File: src/rtl/simple_fwd_unit.sv
// rtl/simple_fwd_unit.sv - operand forward-select and load-use interlock unit
// Optional stall counter enabled by defining FWD_STALL_CNT_EN.
module simple_fwd_unit #(
   parameter int DEPTH    = 3,
   parameter int LD_STAGE = 2,
   localparam int SW      = $clog2(DEPTH)
) (
   input  logic          CLK,
   input  logic          RSTN,
   input  logic          adv,
   input  logic          flush,
   input  logic [15:0]   id_ir,
   output logic [SW-1:0] sel1,
   output logic [SW-1:0] sel2,
   output logic          stall
`ifdef FWD_STALL_CNT_EN
   ,
   output logic [15:0]   stall_cnt
`endif
);

   // Entry DEPTH is never matched and has no successor, so only 1..DEPTH-1 are held.
   logic [DEPTH-1:1]      r_vld;
   logic [DEPTH-1:1]      r_ld;
   logic [DEPTH-1:1][2:0] r_dst;
   logic [SW-1:0]         r_sel1;
   logic [SW-1:0]         r_sel2;

   logic          w_nop;
   logic          w_is_ld;
   logic          w_is_alu;
   logic          w_is_li;
   logic          w_prod;
   logic [2:0]    w_dest;
   logic [2:0]    w_sr1;
   logic [2:0]    w_sr2;
   logic [SW-1:0] w_j1;
   logic [SW-1:0] w_j2;
   logic          w_lu1;
   logic          w_lu2;

   assign w_nop    = (id_ir == 16'h0000);
   assign w_is_ld  = (id_ir[15:14] == 2'b00) && (id_ir[7:0] == 8'h01);
   assign w_is_alu = (id_ir[15:14] == 2'b00) &&
                     ((id_ir[4:0] == 5'b00010) || (id_ir[4:0] == 5'b00011));
   assign w_is_li  = (id_ir[15:14] == 2'b01) && (id_ir[10:8] == 3'b000);
   assign w_prod   = w_is_ld | w_is_alu | w_is_li;
   assign w_dest   = id_ir[13:11];
   assign w_sr1    = id_ir[10:8];
   assign w_sr2    = id_ir[7:5];

   // Scan oldest to youngest so the youngest match is the one left standing.
   always_comb begin
      w_j1  = '0;
      w_j2  = '0;
      w_lu1 = 1'b0;
      w_lu2 = 1'b0;
      for (int j = DEPTH - 1; j >= 1; j--) begin
         if (r_vld[j] && (r_dst[j] == w_sr1)) begin
            w_j1  = SW'(j);
            w_lu1 = r_ld[j] && (j < LD_STAGE);
         end
         if (r_vld[j] && (r_dst[j] == w_sr2)) begin
            w_j2  = SW'(j);
            w_lu2 = r_ld[j] && (j < LD_STAGE);
         end
      end
   end

   assign stall = ~w_nop & (w_lu1 | w_lu2);
   assign sel1  = r_sel1;
   assign sel2  = r_sel2;

   always_ff @(posedge CLK or negedge RSTN) begin
      if (!RSTN) begin
         r_vld  <= '0;
         r_ld   <= '0;
         r_dst  <= '0;
         r_sel1 <= '0;
         r_sel2 <= '0;
      end else if (flush) begin
         r_vld  <= '0;
         r_sel1 <= '0;
         r_sel2 <= '0;
      end else if (adv) begin
         for (int k = DEPTH - 1; k >= 2; k--) begin
            r_vld[k] <= r_vld[k-1];
            r_ld[k]  <= r_ld[k-1];
            r_dst[k] <= r_dst[k-1];
         end
         r_vld[1] <= ~stall & w_prod;
         r_ld[1]  <= ~stall & w_is_ld;
         r_dst[1] <= w_dest;
         r_sel1   <= stall ? '0 : w_j1;
         r_sel2   <= stall ? '0 : w_j2;
      end
   end

`ifdef FWD_STALL_CNT_EN
   logic [15:0] r_stall_cnt;

   always_ff @(posedge CLK or negedge RSTN) begin
      if (!RSTN) begin
         r_stall_cnt <= '0;
      end else if (adv && stall && !flush && (r_stall_cnt != 16'hFFFF)) begin
         r_stall_cnt <= r_stall_cnt + 16'd1;
      end
   end

   assign stall_cnt = r_stall_cnt;
`endif

endmodule

File: config.mk
export PLATFORM = sky130hd
export DESIGN_NAME = simple_fwd_unit
export DESIGN_NICKNAME = d
export VERILOG_FILES = /design/src/rtl/simple_fwd_unit.sv
export SDC_FILE = /design/constraint.sdc
export NUM_CORES = 1
export LEC_CHECK = 0
export CAP_MARGIN = 30
export CORE_ASPECT_RATIO = 1.1
export CORE_MARGIN = 1.5
export CORE_UTILIZATION = 30
export DETAILED_ROUTE_END_ITERATION = 8
export GPL_TIMING_DRIVEN = 0
export MAX_ROUTING_LAYER = met4
export PLACE_DENSITY = 0.68
export SLEW_MARGIN = 20
export SYNTH_ARGS = -nofsm -noshare
export SYNTH_HDL_FRONTEND = slang
export SYNTH_SLANG_ARGS = --single-unit
File: constraint.sdc
create_clock -name CLK -period 2.4 [get_ports CLK]
set_input_delay 0.48 -clock CLK [delete_from_list [all_inputs] [get_ports CLK]]
set_output_delay 0.48 -clock CLK [all_outputs]
set_load 0.02 [all_outputs]
* Word-level counts from Yosys, hierarchy flattened
Cells that the tools add are included.
** Word-level totals
- Flip-flop bits (word level) :: 13
- Logic and storage cells :: 50
- Output and inout port bits :: 5
- Bits of input ports :: 20
** Operators by class
- Bitwise logic cells :: 9
- Reduce and logical (&&, ||, !) cells :: 13
- Muxes and demuxes :: 14
- Equal/unequal tests :: 8
** Operators with widths (count)
- 2-bit 2-to-1 mux :: 12
- 16-bit logical NOT :: 1
- 3-bit equality test :: 4
- 5-bit by 2-bit equality test with 1-bit output (second input constant) :: 2
- 8-bit by 1-bit equality test with 1-bit output (second input constant) :: 1
- 1-bit logical AND :: 7
- 1-bit bitwise AND :: 3
- 3-bit logical NOT :: 1
- 1-bit NOT :: 3
- 1-bit bitwise OR :: 3
- 2-bit by 1-bit equality test with 1-bit output (second input constant) :: 1
- 2-bit logical NOT :: 1
- 1-bit 2-to-1 mux :: 2
- 2-bit AND reduction :: 1
- 2-bit nonzero test :: 1
- 1-bit logical OR :: 1

* Logic depth before layout (Yosys ltp)
Gate-level depths: netlist of run 1.
- Word-level depth :: 9
- Mapped depth :: 5
- Mapped depth without buffers :: 5

* Worst setup path before layout of run 1
OpenSTA, ideal clock, no wires.
- Path type :: in2out
- Start :: input id_ir[2]
- End :: output stall
- Stages :: 4
- Buffers on the path :: 0
- Data arrival time :: 1.669 ns
- Setup slack :: 0.251 ns
- Data required time :: 1.920 ns
- Cells stage by stage :: or4_4 > o41ai_4 > o21bai_4 > inv_2
** On the way
- Word-level cells in the longest chain between the ends :: 3
** Ends and longest elaborated chain
- start, declared :: RTL line 12 : input logic [15:0] id_ir,
- 16-bit logical NOT :: RTL line 42 : assign w_nop = (id_ir == 16'h0000);
- 1-bit NOT :: RTL line 70 : assign stall = ~w_nop & (w_lu1 | w_lu2);
- 1-bit bitwise AND :: RTL line 70
- end, declared :: RTL line 15 : output logic stall
Every way passes these cells.

* Final worst setup path of run 1
Same ends and word-level chain as after synthesis.

==> flow_summary_export.csv, run 1 <==
group,metric,value,unit
outcome,status,"completed",
routing,vias_per_cell,4.89,
synthesis,syn_avg_cell_area,11.3,µm²
clock_tree,h-tree-depth,1,
flow_run,max_cap_violations,0,
routing,ant_nets,0,
critical_path,reg2reg_from,"r_dst[0]",
power,finalPower,0.517,mW
critical_path,cp_top_family,"simple AND/OR/NAND/NOR gates",
critical_path,crit_chain,"clkdlybuf4s15_1, or4_4, o41ai_4, o21bai_4, inv_2, buf_6",
floorplan,ios,25,
global_routing,grt_pass1_vias,636,
final_layout,diodes,0,
timing,hold_viol_final,0,
critical_path,path_class,"in2out",
critical_path,max_stage_delay,0.56,ns
routing,wl_met3,65,µm
final_layout,final_nets,123,
place,numPortBuffers,24,
power,leakagePower,0.468,nW
floorplan,die-area,0.00284,mm²
timing,tightest_slew,0.597,ns
synthesis,yosysTopAreaCellShare,0.429,
routing,drcViolationCount,0,
critical_path,crit_buf_inv,3,
critical_path,start_kind,"input port",
global_routing,grt_usage,0.137,
routing,wl,1770,µm
final_layout,final_common_cell,"dfrtp_1",
min_path,whs_path_depth,1,
synthesis,ys_types,24,
final_layout,layout_common_cells,"13 x dfrtp_1, 10 x xor2_1, 10 x dlygate4sd2_1",
routing,drtIter0Drc,6,
power,powerDensity,462,mW/mm²
floorplan,core.rowCount,18,
timing,slew_viol_final,0,
min_path,hp-start,"sel2[1]",
global_routing,antenna_found_initial,0,
critical_path,cpMaxStageDelayCell,"or4_4",
routing,dr.pass1.iters,4,
floorplan,coreArea,0.00232,mm²
final_layout,post_route_cells_drive_above_1_share,0.245,
synthesis,ys_seq_area_frac,0.429,
timing,layout_setup_ws,0.0213,ns
final_layout,area_growth_syn_to_layout,47.7,%
power,vdd_drop_max,0.200,mV
timing,fmax,0.420,GHz
timing,setup_viol,0,
critical_path,reg2reg_slack,0.53,ns
timing,fin_crit_sh,0.991,
synthesis,synth_top_family_by_area,"simple AND/OR/NAND/NOR gates",
synthesis,synth_cells,67,
critical_path,critPathArrivalTime,1.90,ns
place,gp_congestion,0.739,
timing,timing.slew.headroom,0.601,
synthesis,synth-simple-area-share,0.177,
clock_tree,cts.sink_count,13,
critical_path,crit_required,1.92,ns
floorplan,die_y,55.7,µm
synthesis,yosys_warnings,0,
timing,final.min_clock_period,2.38,ns
clock_tree,cts_max_path_buffers,2,
global_routing,grt_start_max_net_pins,14,
routing,m1WireLength,733,µm
min_path,hold_end,"sel2[1]",
clock_tree,cts_tree,"built",
routing,top_layer,"met4",
synthesis,synth_largest_area_cell,"dfrtp_1",
critical_path,r2r_cells,7,
critical_path,cp_max_fo,3,
routing,route.met2.wl,962,µm
floorplan,initial_core_util,0.327,
critical_path,end_kind,"output pin",
final_layout,fill_cells,221,
clock_tree,clkLatencyLatePin,0.28,ns
global_routing,grt_pass1_wl,2860,µm
clock_tree,path_clk_slew,0.08,ns
place,place_ws,-0.755,ns
synthesis,synth-compound-area-share,0.144,
routing,vias,645,
synthesis,ys_ff_latch,13,
global_routing,grt_overflow,0,
synthesis,synth_fa_ha_area_frac,0,
floorplan,die_w,50.9,µm
synthesis,synth-xor-area-share,0.139,
synthesis,synthMuxAreaShare,0.102,
clock_tree,hold_buffers,0,
min_path,hold_path.class,"reg2reg",
timing,clock-skew-final,0.00431,ns
clock_tree,clockRootBuffer,"clkbuf_4",
clock_tree,cts_buffers,3,
critical_path,reg2reg_to,"r_ld[1]",
routing,wl_per_cell,13.4,µm
synthesis,synth_area_leaders,"dfrtp_1 43%, xor2_1 12%, mux2_2 8.9%",
synthesis,synth_fp_nets,87,
synthesis,synth.cell_area,758,µm²
-- cells in the mapped netlist (all sizes together) --
cell type and n:
a21oi 3, a32o 3, a41o 1, and2 1, clkbuf 1, dfrtp 13, inv 1, mux2 6
mux2i 1, nand2 3, nand2b 2, nand3 2, nand3b 1, nor2 2, nor2b 2, nor3 5
nor4 3, o21bai 1, o31ai 1, o41ai 1, or2b 1, or4 1, xnor2 2, xor2 10
-- layout make-up --
cell class	instances	area, µm²	share of cell area
tap	30	37.5	0.0335
buffer	1	3.75	0.00335
timing repair buffer	31	282	0.251
inverter	1	3.75	0.00335
clock buffer	4	26.3	0.0235
multi-input combinational	52	442	0.394
sequential	13	325	0.291
-- stage by stage --
step           setup TNS [ns]  instance area, µm²   util  hold slack (ns)  std cells
2_1_floorplan               0                 758      -            0.184         67
3_3_place_gp           -0.769                1040  0.447            0.481        121
3_5_place_dp           -0.755                1040  0.447            0.488        121
4_1_cts                     0                1090  0.469            0.506        129
5_1_grt               -0.0237                1120  0.483            0.534        132
6_report                    0                1120  0.483            0.502        132
-- cell families after synthesis --
kind of cell           count (synthesis)
AO/OA/AOI/OAI                         10
XOR/XNOR                              12
buffers and inverters                  2
flip-flops                            13
multiplexers                           7
AND/OR/NAND/NOR                       23
-- metal layers --
layer  track usage  up-vias
met4        0.0463        0
met2         0.252       13
met5             -        -
li1              -      315
met3        0.0242        2
met1         0.143      315
-- timing repair --
action | in CTS | in global routing
gates resized for setup | 23 | 4
endpoints found under the setup margin | 1 | 1
pin swaps | 6 | 4
setup buffers | 4 | 3
-- power by group --
group / switching (mW) / internal, mW / total [mW]
Combinational: 0.0467 / 0.0657 / 0.112
Sequential: 0.0266 / 0.239 / 0.266
Clock: 0.0746 / 0.0644 / 0.139
Total: 0.148 / 0.369 / 0.517
-- sequential cells by signal, summed over array words and instances (netlist names) --
name / cells
r_dst: 6
r_vld: 2
r_ld: 1
sel1: 2
sel2: 2
-- worst max-delay path by stage --
stage,to,cells past startpoint,from,slack (ns)
3_5_place_dp,stall,7,id_ir[7],-0.75
4_1_cts,stall,7,id_ir[7],0.008
3_3_place_gp,stall,7,id_ir[5],-0.77
5_1_grt,stall,7,id_ir[12],-0.02
2_1_floorplan,stall,4,id_ir[2],0.25
6_report,stall,6,id_ir[2],0.02
No activity file was read; power rests on OpenSTA's default activity.
==> run 2: changes to the inputs <==
Settings changed: ABC_CLOCK_PERIOD_IN_PS set to 2400, RECOVER_POWER set to 100.
==> flow_summary_export.csv, run 2 (synthesized netlist as in run 1, its figures left out) <==
group,metric,value,unit
outcome,status,"completed",
global_routing,grt_usage,0.137,
clock_tree,h-tree-depth,1,
global_routing,grt_start_max_net_pins,14,
power,powerDensity,461,mW/mm²
critical_path,r2r_cells,7,
critical_path,reg2reg_slack,0.53,ns
critical_path,reg2reg_from,"r_dst[0]",
global_routing,grt_overflow,0,
place,numPortBuffers,24,
floorplan,die-area,0.00284,mm²
timing,fin_tns_setup,0,ns
final_layout,final_common_cell,"dfrtp_1",
clock_tree,path_clk_slew,0.08,ns
place,place_inst,121,
min_path,hold_end,"sel2[1]",
clock_tree,cts_tree,"built",
clock_tree,clockRootBuffer,"clkbuf_4",
routing,vias_per_cell,4.89,
place,place_ws,-0.755,ns
min_path,hp-start,"sel2[1]",
final_layout,area_growth_syn_to_layout,47.7,%
global_routing,grt_pass1_wl,2860,µm
routing,vias,646,
routing,dr.pass1.iters,4,
routing,drcViolationCount,0,
flow_run,max_cap_violations,0,
timing,timing.slew.headroom,0.597,
timing,fmax,0.420,GHz
routing,wl,1770,µm
routing,ant_nets,0,
routing,wl_met3,59,µm
min_path,whs_path_depth,1,
floorplan,initial_core_util,0.327,
routing,drtIter0Drc,6,
timing,clock-skew-final,0.00431,ns
global_routing,antenna_found_initial,0,
power,leakagePower,0.483,nW
final_layout,post_route_cells_drive_above_1_share,0.245,
final_layout,final_nets,123,
timing,slew_viol_final,0,
critical_path,path_class,"in2out",
routing,top_layer,"met4",
power,finalPower,0.516,mW
clock_tree,cts_max_path_buffers,2,
floorplan,core.rowCount,18,
final_layout,finalNonFillerCells,132,
floorplan,ios,25,
critical_path,max_stage_delay,0.56,ns
routing,wl_per_cell,13.4,µm
timing,tightest_slew,0.603,ns
routing,m1WireLength,736,µm
timing,setup_viol,0,
floorplan,coreArea,0.00232,mm²
timing,final.min_clock_period,2.38,ns
final_layout,layout_common_cells,"13 x dfrtp_1, 10 x xor2_1, 10 x dlygate4sd2_1",
critical_path,crit_buf_inv,3,
power,vdd_drop_max,0.200,mV
final_layout,top_register,"r_dst",
critical_path,critPathArrivalTime,1.90,ns
clock_tree,cts_buffers,3,
final_layout,diodes,0,
critical_path,crit_required,1.92,ns
clock_tree,cts.sink_count,13,
clock_tree,clkLatencyLatePin,0.28,ns
floorplan,die_w,50.9,µm
floorplan,die_y,55.7,µm
critical_path,cpMaxStageDelayCell,"or4_4",
final_layout,largest_reg_flops,6,
timing,fin_crit_sh,0.991,
routing,route.met2.wl,961,µm
place,gp_congestion,0.739,
global_routing,grt_pass1_vias,636,
critical_path,cp_top_family,"simple AND/OR/NAND/NOR gates",
timing,hold_viol_final,0,
critical_path,start_kind,"input port",
critical_path,cp_max_fo,3,
min_path,hold_path.class,"reg2reg",
critical_path,end_kind,"output pin",
final_layout,fill_cells,221,
critical_path,crit_chain,"clkdlybuf4s15_1, or4_4, o41ai_4, o21bai_4, inv_2, buf_6",
critical_path,reg2reg_to,"r_ld[1]",
timing,layout_setup_ws,0.0214,ns
run 2: final cells by class:
| class | count | area, µm² | share of cell area |
|---|---|---|---|
| Timing Repair Buffer | 31 | 282 | 0.251 |
| Multi-Input combinational cell | 52 | 442 | 0.394 |
| Tap cell | 30 | 37.5 | 0.0335 |
| Sequential cell | 13 | 325 | 0.291 |
| Buffer | 1 | 3.75 | 0.00335 |
| Clock buffer | 4 | 26.3 | 0.0235 |
| Inverter | 1 | 3.75 | 0.00335 |
run 2: worst reg2reg max path: stages, from the launching register on:
cell      delay, ns
dfrtp_1        0.43
xnor2_1        0.15
nand2_1        0.07
nor3_1         0.45
o21bai_4       0.14
buf_4          0.15
buf_4          0.14
a41o_1         0.23
run 2: how the worst max path moves through the flow:
stage | endpoint | slack, ns | cells past startpoint | startpoint
2_1_floorplan | stall | 0.25 | 4 | id_ir[2]
3_3_place_gp | stall | -0.77 | 7 | id_ir[5]
3_5_place_dp | stall | -0.75 | 7 | id_ir[7]
4_1_cts | stall | 0.008 | 7 | id_ir[7]
5_1_grt | stall | -0.02 | 7 | id_ir[12]
6_report | stall | 0.02 | 6 | id_ir[2]
run 2: stage by stage:
| stage | instance area, µm² | utilization | hold WS [ns] |
|---|---|---|---|
| after global placement | 1040 | 0.447 | 0.481 |
| after detailed placement | 1040 | 0.447 | 0.488 |
| after global routing | 1120 | 0.483 | 0.529 |
| final | 1120 | 0.483 | 0.497 |
| after CTS | 1090 | 0.469 | 0.506 |
| after floorplan | 758 | - | 0.184 |
run 2: power breakdown:
| part | switching [mW] | total, mW | internal, mW |
|---|---|---|---|
| Combinational | 0.0467 | 0.112 | 0.0651 |
| Clock | 0.0746 | 0.139 | 0.0644 |
| Sequential | 0.0266 | 0.266 | 0.239 |
run 2: what timing repair did:
item                                    4_1_cts  5_1_grt
endpoints found under the setup margin        1        1
gates resized for setup                      23        4
hold buffers                                  0        0
buffers inserted                              4        3
pin swaps                                     6        4
run 2: routing by layer:
metal / vias to the layer above / global-route usage
met5: - / -
met4: 0 / 0.0463
met3: 2 / 0.0242
met2: 13 / 0.252
met1: 315 / 0.143
li1: 316 / -
==> run 3: changes to the inputs <==
Settings changed: ABC_AREA set to 1, PLACE_DENSITY 0.68 to 0.67.
==> flow_summary_export.csv, run 3 <==
group,metric,value,unit
synthesis,synth_fp_nets,146,
critical_path,end_kind,"output pin",
critical_path,cpMaxStageDelayCell,"clkdlybuf4s50_1",
critical_path,r2r_cells,8,
min_path,hold_end,"sel2[1]",
critical_path,path_common_cell,"nor2_1",
synthesis,synth_edf_count,0,
place,placed_area,0.00110,mm²
floorplan,die_y,57.9,µm
global_routing,grt_overflow,0,
global_routing,grt_usage,0.148,
routing,vias_per_cell,4.49,
timing,fin_crit_sh,0.958,
synthesis,synth-simple-area-share,0.396,
timing,fmax,0.435,GHz
clock_tree,clkLatencyLatePin,0.28,ns
synthesis,synth-compound-area-share,0.0777,
floorplan,ios,25,
synthesis,yosysTopAreaCellShare,0.396,
final_layout,largest_reg_flops,6,
synthesis,yosys_warnings,0,
final_layout,diodes,0,
routing,dr.pass1.iters,3,
place,gp_congestion,0.868,
critical_path,max_stage_delay,0.48,ns
outcome,status,"completed",
synthesis,ys_ff_latch,13,
critical_path,cp_top_family,"buffers and inverters",
critical_path,crit_chain,"clkdlybuf4s50_1, nor2_1, nand2_1, nor2_1, a21oi_1, nand2_2, inv_2, clkdlybuf4s15_2",
floorplan,core.rowCount,19,
synthesis,ys.flop_type,"dfrtp_1",
global_routing,grt_pass1_wl,3260,µm
clock_tree,ctsResizeCount,3,
synthesis,synth_area_leaders,"dfrtp_1 40%, nand2_1 22%, nor2_1 11%",
synthesis,ys_seq_area_frac,0.396,
critical_path,cp_max_fo,5,
final_layout,multi_input_area,447,µm²
synthesis,synth.most_common_cell,"nand2_1",
clock_tree,cts_tree,"built",
final_layout,final_common_cell,"nand2_1",
synthesis,synth-xor-area-share,0.0640,
clock_tree,hold_buffers,0,
final_layout,final_nets,175,
synthesis,synth_top_family_by_area,"simple AND/OR/NAND/NOR gates",
floorplan,coreArea,0.00254,mm²
timing,rsz0062_at_grt,"false",
timing,layout_setup_ws,0.0997,ns
synthesis,syn_avg_cell_area,6.51,µm²
min_path,whs_path_depth,2,
clock_tree,cts.sink_count,13,
place,numPortBuffers,24,
final_layout,top_register,"r_dst",
synthesis,synth.cell_area,821,µm²
critical_path,reg2reg_slack,1.19,ns
place,hpwl,1550,µm
synthesis,synthMuxAreaShare,0,
final_layout,area_growth_syn_to_layout,39.3,%
clock_tree,path_clk_slew,0.08,ns
timing,timing.slew.headroom,0.584,
synthesis,synth_fa_ha_area_frac,0,
timing,clock-skew-final,0.000451,ns
synthesis,synth_largest_area_cell,"dfrtp_1",
clock_tree,cts_max_path_buffers,2,
global_routing,antenna_found_initial,0,
final_layout,fill_cells,271,
timing,setup_viol,0,
critical_path,start_kind,"input port",
routing,ant_nets,0,
timing,slew_viol_final,0,
final_layout,fin_area,0.00114,mm²
routing,wl_per_cell,10.2,µm
global_routing,grt_pass1_vias,805,
floorplan,initial_core_util,0.323,
critical_path,reg2reg_from,"r_dst[1]",
critical_path,critPathArrivalTime,1.82,ns
floorplan,die-area,0.00306,mm²
clock_tree,h-tree-depth,1,
power,leakagePower,0.605,nW
final_layout,regArea,325,µm²
routing,drtIter0Drc,6,
floorplan,die_w,52.9,µm
power,vdd_drop_max,0.308,mV
place,place_ws,-0.329,ns
routing,vias,831,
synthesis,synthArstFlopShare,1.00,
clock_tree,cts_buffers,3,
timing,hold_viol_final,0,
critical_path,crit_buf_inv,3,
final_layout,layout_common_cells,"48 x nand2_1, 21 x nor2_1, 13 x dfrtp_1",
clock_tree,post_cts_buffers,0,
critical_path,crit_required,1.92,ns
global_routing,grt_start_max_net_pins,14,
timing,final.min_clock_period,2.30,ns
synthesis,synthTopCellsByCount,"48 x nand2_1, 23 x nor2_1, 13 x dfrtp_1, 10 x inv_1, 7 x o21ai_0",
routing,drcViolationCount,0,
min_path,hp-start,"sel2[1]",
synthesis,synth_cells,126,
timing,tightest_slew,0.622,ns
flow_run,max_cap_violations,0,
routing,wl,1890,µm
min_path,hold_path.class,"reg2reg",
final_layout,post_route_cells_drive_above_1_share,0.0779,
critical_path,reg2reg_to,"sel2[1]",
clock_tree,clockRootBuffer,"clkbuf_4",
synthesis,ys_types,18,
power,powerDensity,437,mW/mm²
critical_path,path_class,"in2out",
timing,whs,0.476,ns
==> run 3: cell type report <==
class                           count  share of cell area
Buffer                              1             0.00328
Clock buffer                        4              0.0230
Inverter                           13              0.0427
Multi-Input combinational cell     99               0.391
Sequential cell                    13               0.284
Tap cell                           31              0.0339
Timing Repair Buffer               24               0.222
==> run 3: worst reg2reg max path: cells and delay by family (launching register included) <==
family	cells	cell delay, ns
compound gates	1	0.09
buf+inv	1	0.14
flops	1	0.39
simple gates	6	0.49
==> run 3: worst max-delay path by stage <==
stage,startpoint,end,slack (ns),cells after the start
2_1_floorplan,id_ir[14],stall,0.87,6
3_3_place_gp,id_ir[10],stall,-0.33,10
3_5_place_dp,id_ir[10],stall,-0.33,10
4_1_cts,id_ir[10],stall,0.01,10
5_1_grt,id_ir[7],stall,0.008,8
6_report,id_ir[7],stall,0.1,8
==> run 3: per-layer routing <==
layer | part of all wire | GRT usage | routed length [µm]
met1 | 0.46 | 0.173 | 863
met2 | 0.49 | 0.246 | 923
met3 | 0.039 | 0.0232 | 73
met4 | 0.017 | 0.0659 | 33
met5 | 0 | - | 0
==> run 3: power breakdown <==
part	switching [mW]	internal (mW)	total, mW
sequential	0.0131	0.234	0.247
combinational	0.0568	0.0546	0.111
clock	0.0762	0.0645	0.141
total	0.146	0.353	0.499
==> run 3: through the flow <==
step | utilization | TNS (ns) | cells | power, mW
6_report | 0.450 | 0 | 185 | 0.499
3_5_place_dp | 0.432 | -0.329 | 181 | 0.365
5_1_grt | 0.450 | 0 | 185 | 0.530
3_3_place_gp | 0.432 | -0.330 | 181 | 0.362
2_1_floorplan | - | 0 | 126 | 0.309
4_1_cts | 0.443 | 0 | 185 | 0.509
==> run 3: cell families after synthesis <==
kind of cell           after synthesis
AO/OA/AOI/OAI                       12
buffers and inverters               14
XOR/XNOR                             6
flip-flops                          13
AND/OR/NAND/NOR                     81
